<file path="src/rtl/ps2_pkg.sv">
// Shared definitions for the PS/2 receive path: frame FSM encoding and
// keyboard protocol bytes.
package ps2_pkg;

  typedef logic [1:0] ps2_state_t;

  localparam ps2_state_t ST_IDLE   = 2'd0;
  localparam ps2_state_t ST_DATA   = 2'd1;
  localparam ps2_state_t ST_PARITY = 2'd2;
  localparam ps2_state_t ST_STOP   = 2'd3;

  localparam logic [7:0] PS2_EXT    = 8'hE0;
  localparam logic [7:0] PS2_REL    = 8'hF0;
  localparam logic [7:0] PS2_BAT    = 8'hAA;
  localparam logic [7:0] PS2_ACK    = 8'hFA;
  localparam logic [7:0] PS2_ECHO   = 8'hEE;
  localparam logic [7:0] PS2_RESEND = 8'hFE;
  localparam logic [7:0] PS2_OVR0   = 8'h00;
  localparam logic [7:0] PS2_OVR1   = 8'hFF;

  // Device status/response bytes that never describe a key.
  function automatic logic is_status(input logic [7:0] b);
    return (b == PS2_BAT) || (b == PS2_ACK) || (b == PS2_ECHO) ||
           (b == PS2_RESEND) || (b == PS2_OVR0) || (b == PS2_OVR1);
  endfunction

endpackage

</file>
<file path="src/rtl/ps2_rx_frame.sv">
// PS/2 byte receiver: line conditioning, 11-bit deframing, parity/stop and
// timeout checking, saturating error counter. Shared by keyboard and mouse.
module ps2_rx_frame
  import ps2_pkg::*;
#(
  parameter int unsigned FILTER_LEN  = 8,
  parameter int unsigned TIMEOUT_CYC = 112000
) (
  input  logic       clk_sys,
  input  logic       reset_n,
  input  logic       ps2_clk,
  input  logic       ps2_data,
  output logic       raw_valid,
  output logic [7:0] raw_byte,
  output logic       frame_err,
  output logic [7:0] err_cnt
);

  localparam int unsigned TW = $clog2(TIMEOUT_CYC + 1);

  logic [1:0] line_in;
  logic [1:0] filt;

  assign line_in = {ps2_data, ps2_clk};

  // Per line: 2-FF synchronizer, then a run-length filter preset high.
  for (genvar i = 0; i < 2; i++) begin : g_line
    logic       sync1_q, sync2_q, filt_q;
    logic [7:0] run_q;

    always_ff @(posedge clk_sys) begin
      if (!reset_n) begin
        sync1_q <= 1'b1;
        sync2_q <= 1'b1;
        filt_q  <= 1'b1;
        run_q   <= '0;
      end else begin
        sync1_q <= line_in[i];
        sync2_q <= sync1_q;
        if (sync2_q == filt_q) begin
          run_q <= '0;
        end else if (run_q == 8'(FILTER_LEN - 1)) begin
          run_q  <= '0;
          filt_q <= sync2_q;
        end else begin
          run_q <= run_q + 8'd1;
        end
      end
    end

    assign filt[i] = filt_q;
  end

  logic            clk_prev_q;
  logic            fall;
  logic            data_bit;
  ps2_state_t      state_q;
  logic [2:0]      bit_cnt_q;
  logic [7:0]      sreg_q;
  logic            par_q;
  logic [TW-1:0]   to_cnt_q;
  logic            timeout_hit;
  logic            frame_ok;
  logic            err_event;

  assign fall     = clk_prev_q & ~filt[0];
  assign data_bit = filt[1];

  always_comb begin
    timeout_hit = 1'b0;
    frame_ok    = 1'b0;
    err_event   = 1'b0;
    if (!fall && state_q != ST_IDLE && to_cnt_q == TW'(TIMEOUT_CYC - 1)) begin
      timeout_hit = 1'b1;
    end
    if (fall && state_q == ST_STOP) begin
      frame_ok = data_bit && (^{sreg_q, par_q});
    end
    err_event = timeout_hit || (fall && state_q == ST_STOP && !frame_ok);
  end

  always_ff @(posedge clk_sys) begin
    if (!reset_n) begin
      clk_prev_q <= 1'b1;
      state_q    <= ST_IDLE;
      bit_cnt_q  <= '0;
      sreg_q     <= '0;
      par_q      <= 1'b0;
      to_cnt_q   <= '0;
      raw_valid  <= 1'b0;
      raw_byte   <= '0;
      frame_err  <= 1'b0;
      err_cnt    <= '0;
    end else begin
      clk_prev_q <= filt[0];
      raw_valid  <= frame_ok;
      frame_err  <= err_event;
      if (frame_ok) raw_byte <= sreg_q;
      if (err_event && err_cnt != 8'hFF) err_cnt <= err_cnt + 8'd1;

      if (fall) begin
        to_cnt_q <= '0;
        case (state_q)
          ST_IDLE: begin
            if (!data_bit) begin
              state_q   <= ST_DATA;
              bit_cnt_q <= '0;
            end
          end
          ST_DATA: begin
            sreg_q    <= {data_bit, sreg_q[7:1]};
            bit_cnt_q <= bit_cnt_q + 3'd1;
            if (bit_cnt_q == 3'd7) state_q <= ST_PARITY;
          end
          ST_PARITY: begin
            par_q   <= data_bit;
            state_q <= ST_STOP;
          end
          default: state_q <= ST_IDLE;
        endcase
      end else if (state_q == ST_IDLE || timeout_hit) begin
        to_cnt_q <= '0;
        state_q  <= ST_IDLE;
      end else begin
        to_cnt_q <= to_cnt_q + TW'(1);
      end
    end
  end

endmodule

</file>
<file path="src/rtl/ps2_kbd_rx.sv">
// PS/2 keyboard receiver: byte receiver plus E0/F0 prefix folding into one
// key event per make/break code.
module ps2_kbd_rx
  import ps2_pkg::*;
#(
  parameter int unsigned FILTER_LEN  = 8,
  parameter int unsigned TIMEOUT_CYC = 112000
) (
  input  logic       clk_sys,
  input  logic       reset_n,
  input  logic       ps2_clk,
  input  logic       ps2_data,
  output logic       raw_valid,
  output logic [7:0] raw_byte,
  output logic       key_valid,
  output logic [7:0] key_code,
  output logic       key_pressed,
  output logic       key_extended,
  output logic       frame_err,
  output logic [7:0] err_cnt
);

  logic ext_q, rel_q;

  ps2_rx_frame #(
    .FILTER_LEN  (FILTER_LEN),
    .TIMEOUT_CYC (TIMEOUT_CYC)
  ) u_frame (
    .clk_sys   (clk_sys),
    .reset_n   (reset_n),
    .ps2_clk   (ps2_clk),
    .ps2_data  (ps2_data),
    .raw_valid (raw_valid),
    .raw_byte  (raw_byte),
    .frame_err (frame_err),
    .err_cnt   (err_cnt)
  );

  always_ff @(posedge clk_sys) begin
    if (!reset_n) begin
      ext_q        <= 1'b0;
      rel_q        <= 1'b0;
      key_valid    <= 1'b0;
      key_code     <= '0;
      key_pressed  <= 1'b0;
      key_extended <= 1'b0;
    end else begin
      key_valid <= 1'b0;
      // A broken frame may have been part of a prefixed sequence; drop it.
      if (frame_err) begin
        ext_q <= 1'b0;
        rel_q <= 1'b0;
      end else if (raw_valid) begin
        if (raw_byte == PS2_EXT) begin
          ext_q <= 1'b1;
        end else if (raw_byte == PS2_REL) begin
          rel_q <= 1'b1;
        end else begin
          if (!is_status(raw_byte)) begin
            key_valid    <= 1'b1;
            key_code     <= raw_byte;
            key_pressed  <= ~rel_q;
            key_extended <= ext_q;
          end
          ext_q <= 1'b0;
          rel_q <= 1'b0;
        end
      end
    end
  end

endmodule

</file>
<file path="config.mk">
export PLATFORM = sky130hd
export DESIGN_NAME = ps2_kbd_rx
export DESIGN_NICKNAME = d
export VERILOG_FILES = /design/src/rtl/ps2_pkg.sv /design/src/rtl/ps2_rx_frame.sv /design/src/rtl/ps2_kbd_rx.sv
export SDC_FILE = /design/constraint.sdc
export NUM_CORES = 1
export LEC_CHECK = 0
export CAP_MARGIN = 20
export CORE_MARGIN = 2
export CORE_UTILIZATION = 60
export CTS_BUF_LIST = sky130_fd_sc_hd__clkbuf_16
export DETAILED_ROUTE_END_ITERATION = 8
export PLACE_DENSITY = 0.8
export SLEW_MARGIN = 20
export SYNTH_ARGS = -nofsm -noshare
export SYNTH_HDL_FRONTEND = slang
export SYNTH_HIERARCHICAL = 1
export SYNTH_SLANG_ARGS = --single-unit
</file>
<file path="constraint.sdc">
create_clock -name clk_sys -period 4.1 [get_ports clk_sys]
set_input_delay 0.41 -clock clk_sys [delete_from_list [all_inputs] [get_ports clk_sys]]
set_output_delay 0.41 -clock clk_sys [all_outputs]
set_load 0.01 [all_outputs]
</file>
* Word level (Yosys, flattened, before mapping)
Index checks and enable logic that the tools add are counted.
Storage, ports and cells: register bits after elaboration 85, output and inout bits 29, logic and storage cells 109
Operators by class: $add $sub $neg 5, equality and inequality tests 21, mux-type cells 13, bitwise logic cells 11, reduce and logical (&&, ||, !) cells 35
Operators by type and width (number):
- equality test 8 bit (second input constant) | 7
- adder 8 x 1 -> 8 bit (second input constant) | 3
- adder 17 x 1 -> 17 bit (second input constant) | 1
- equality test 17 bit (second input constant) | 1
- equality test 8 x 3 -> 1 bit (second input constant) | 2
- AND reduction 2 bit | 6
- inverter 1 bit | 10
- OR reduction 3 bit | 3
- parity 9 bit | 1
- zero test 8 bit | 1
- two-way mux 2 bit | 4
- != test 8 bit (second input constant) | 1
- logical OR 1 bit | 7
- logical AND 1 bit | 6
- two-way mux 1 bit | 6
- != test 3 bit (second input constant) | 2
- case mux 2 bit (3 select lines) | 1
- case mux 3 bit (2 select lines) | 1
- AND reduction 3 bit | 2
- nonzero test 2 bit | 3
- AND reduction 5 bit | 1
- OR reduction 5 bit | 1
- equality test 2 bit (second input constant) | 2
- != test 2 bit (second input constant) | 2
- other kinds (9) | 11

* Depth between registers and ports, before layout
word-level depth 9, depth in mapped cells 8, depth with buffers taken out 7

* By module
Netlist, hierarchy kept.
Modules (own cells, without submodules):
- ps2_rx_frame | instances 1, cells an instance 344, area each 3129.3 sq um, sequential area each 1441.4 sq um
- ps2_kbd_rx | instances 1, cells an instance 67, area each 573.0 sq um, sequential area each 260.2 sq um

* Worst setup path after synthesis
OpenSTA, ideal clock, no wires.
kind register to register, start point reg u_frame.to_cnt_q[0], end point reg u_frame.err_cnt[6], arrival time 2024 ps, required time 3978 ps, slack 1954 ps, stages on the path, launching flop included 8, period minus slack after synthesis 2146 ps, cell sequence dfxtp_1 -> ha_1 -> nand4_2 -> nor4_4 -> a211oi_1 -> a21o_1 -> or2_2 -> o311a_1
Between the ends: cells in the longest elaborated chain, start to end 5
Ends and longest elaborated chain:
- start: declaration | line ps2_rx_frame.sv:61 | logic [TW-1:0] to_cnt_q;
- start signal: assignment | line ps2_rx_frame.sv:125 | to_cnt_q <= to_cnt_q + TW'(1);
- equality test 17 bit | line ps2_rx_frame.sv:73 | if (!fall && state_q != ST_IDLE && to_cnt_q == TW'(TIMEOUT_CYC - 1)) begin
- logical AND 1 bit | line ps2_rx_frame.sv:73
- two-way mux 1 bit | line ps2_rx_frame.sv:73
- logical OR 1 bit | line ps2_rx_frame.sv:79 | err_event = timeout_hit || (fall && state_q == ST_STOP && !frame_ok);
- logical AND 1 bit | line ps2_rx_frame.sv:99 | if (err_event && err_cnt != 8'hFF) err_cnt <= err_cnt + 8'd1;
- end signal: assignment | line ps2_rx_frame.sv:99
- end: declaration | line ps2_rx_frame.sv:16 | output logic [7:0] err_cnt
Every way passes these cells. A chain may end at the register's enable or synchronous reset.

* Worst setup path in the final report
Ends and elaborated chain as after synthesis.

==> flow_summary.ini <==
[clock_tree]
clk_pin_slew_ps = 60
cts_root_buffer = clkbuf_16
cts_max_path_buffers = 2
clock_latency_ps = 340
postCtsSetupRepairBufs = 0
numCtsBuffers = 9
hold_buffers = 0
clock_sinks = 85
cts_tree = done
htree_levels = 3
cts.repair.resized = 0

[logic_synthesis]
ys_seq_area_share_pct = 45.96
synth_nets = 426
async_flop_share_pct = 0
avgSynthCellArea_um2 = 9.008
synth_edf_count = 0
synth_area_leaders = dfxtp_1 46%, mux2i_1 5.9%, nor2_1 5.5%, nand2_1 5.0%, xor2_1 5.0%
synth_warnings = 6
synth_area_mm2 = 0.003702
synth_ff_type = dfxtp_1
synth_seq_cells = 85
synth_cells = 411
synth_top_cell_area_share_pct = 45.96
yosysTopAreaCell = dfxtp_1
synth_cell_types = 47

[timing]
hold_violations = 0
period_needed_ps = 2432
finalCritPeriodShare_pct = 59.31
slew_violations = 0
slew_headroom_pct = 36.15
fmax_ghz = 0.4112
worstMarginPinSlew_ps = 956.8
fin_ws_ps = 1668
hold-worst-slack_ps = 413.8
setup_viol = 0
clock_skew_ps = 11.54
setup_tns_ps = 0
grt_setup_unrepaired = no

[floorplanning]
io_pins = 33
rows = 28
dieArea_mm2 = 0.006815
dieWidth_um = 82.55
start_util_pct = 62.16
dieHeight_um = 82.55
fp.coreArea_mm2 = 0.005956

[drt]
vias_per_cell = 5.618
drc = 0
vias = 2927
dr.pass1.iters = 5
wl_mm = 7.149
wl_per_cell_um = 13.72
ant_nets = 0
drtIter0Drc = 155

[critical_path]
cp_slowest_cell = nor4_4
ff2ff_path_depth = 7
r2r_end = u_frame/err_cnt[6]
worst_ep_required_time_ps = 4320
cpPeakStageDelay_ps = 380
worstSetupEndpointType = register
crit_chain = ha_1 -> nand4_2 -> nor4_4 -> a211oi_1 -> a21o_1 -> or2_2 -> o311a_1
r2r-start = u_frame/to_cnt_q[0]
critPathLaunchType = register
critical_path_arrival_ps = 2650
crit_fanout = 15
startpoint = u_frame/to_cnt_q[0]
r2r_setup_slack_ps = 1670
worstSetupPathType = register to register

[finish]
nets = 456
num_antenna_cells = 0
area_growth_pct = 17.00
layout_common_cells = 85 x dfxtp_1, 54 x nor2_1, 49 x nand2_1
final_cells = 521
final_util_pct = 72.73
drive_gt1_share_pct = 5.830
final_common_cell = dfxtp_1

[placed_design]
io_buffers = 32
dpl_worst_slack_ps = 1655
dp.cells = 505
place_congestion = 0.8124
place_hpwl_mm = 4.874

[grt]
grt_pass1_vias = 2682
grt_pass1_wl_mm = 11.48
overflow = 0
grt_max_degree = 36
grtUsageTotal_pct = 21.95
antenna_found_initial = 0

[power_and_ir_drop]
power_density_mw_per_mm2 = 366.7
p_leak_uw = 0.001534
ir_drop_v = 0.0002347

[worst_hold_path]
hp-class = register to register
min_path_cells = 1
hold_path.startpoint = u_frame/g_line[0].sync1_q
whs_endpoint = u_frame/g_line[0].sync2_q

[run_status]
status = complete, no violations

[flow_run]
maxCapViolCount = 0
[worst max-delay path, delay by kind of cell (launching register included)]
family,cells,cell delay (ps)
simple gates,3,920
flops,1,360
compound gates,3,800
fa+ha+maj,1,240
[kinds of logic after synthesis]
group | Yosys count | share of synthesized area [%]
multiplexers | 22 | 5.948
AND/OR/NAND/NOR | 183 | 23.79
buffers and inverters | 30 | 3.481
AO/OA/AOI/OAI | 44 | 7.807
XOR/XNOR | 35 | 9.023
flip-flops | 85 | 45.96
adder cells (fa/ha/maj) | 12 | 3.988
[how the worst max path moves through the flow]
stage / end / slack [ps] / cells past startpoint
detailed placement: u_frame/err_cnt[6] / 1650 / 7
global placement: u_frame/err_cnt[6] / 1790 / 7
finish: u_frame/err_cnt[6] / 1670 / 7
global route: u_frame/err_cnt[4] / 1560 / 7
CTS: u_frame/err_cnt[6] / 1650 / 7
floorplan: u_frame/err_cnt[6] / 1950 / 7
[metrics by stage]
step / cell area (um^2) / power [uW]
2_1_floorplan: 3702 / 859.3
3_3_place_gp: 4059 / 865.8
3_5_place_dp: 4059 / 865.9
4_1_cts: 4332 / 1600
5_1_grt: 4332 / 1635
6_report: 4332 / 1589
[cell usage after synthesis, types with 9 or more instances]
| cell | count |
|---|---|
| dfxtp_1 | 85 |
| nor2_1 | 54 |
| nand2_1 | 49 |
| nand3_1 | 33 |
| mux2i_1 | 22 |
| a21oi_1 | 21 |
| xor2_1 | 21 |
| inv_1 | 15 |
| xnor2_1 | 12 |
| clkbuf_1 | 11 |
| ha_1 | 11 |
| nand2b_1 | 9 |
[state kept, by name (all words and copies together), names as in the netlist, 3 cells and up]
| signal | cells |
|---|---|
| u_frame/sreg_q | 8 |
| u_frame/g_line.run_q | 16 |
| u_frame/raw_byte | 8 |
| u_frame/to_cnt_q | 17 |
| u_frame/err_cnt | 8 |
| key_code | 8 |
| u_frame/bit_cnt_q | 3 |
[cell type report]
class	instances	area, um^2
multi-input combinational	296	1872
fill	452	1624
sequential	85	1702
tap	75	93.84
clock inverter	7	47.55
inverter	15	56.30
timing repair buffer	34	335.3
clock buffer	9	225.2
[routing by layer]
metal,vias to the layer above,GRT usage (%),wire length [um]
met5,-,0,0
met4,0,10.66,132
met3,13,4.239,252
met2,59,37.82,3432
met1,1390,26.15,3331
li1,1465,-,-
[where the power goes]
part | internal, uW | total, uW | switching (uW)
Combinational | 5.56 | 18.2 | 12.6
Clock | 411 | 741 | 330
Sequential | 828 | 829 | 1.19
(Power assumes the default switching activity.)
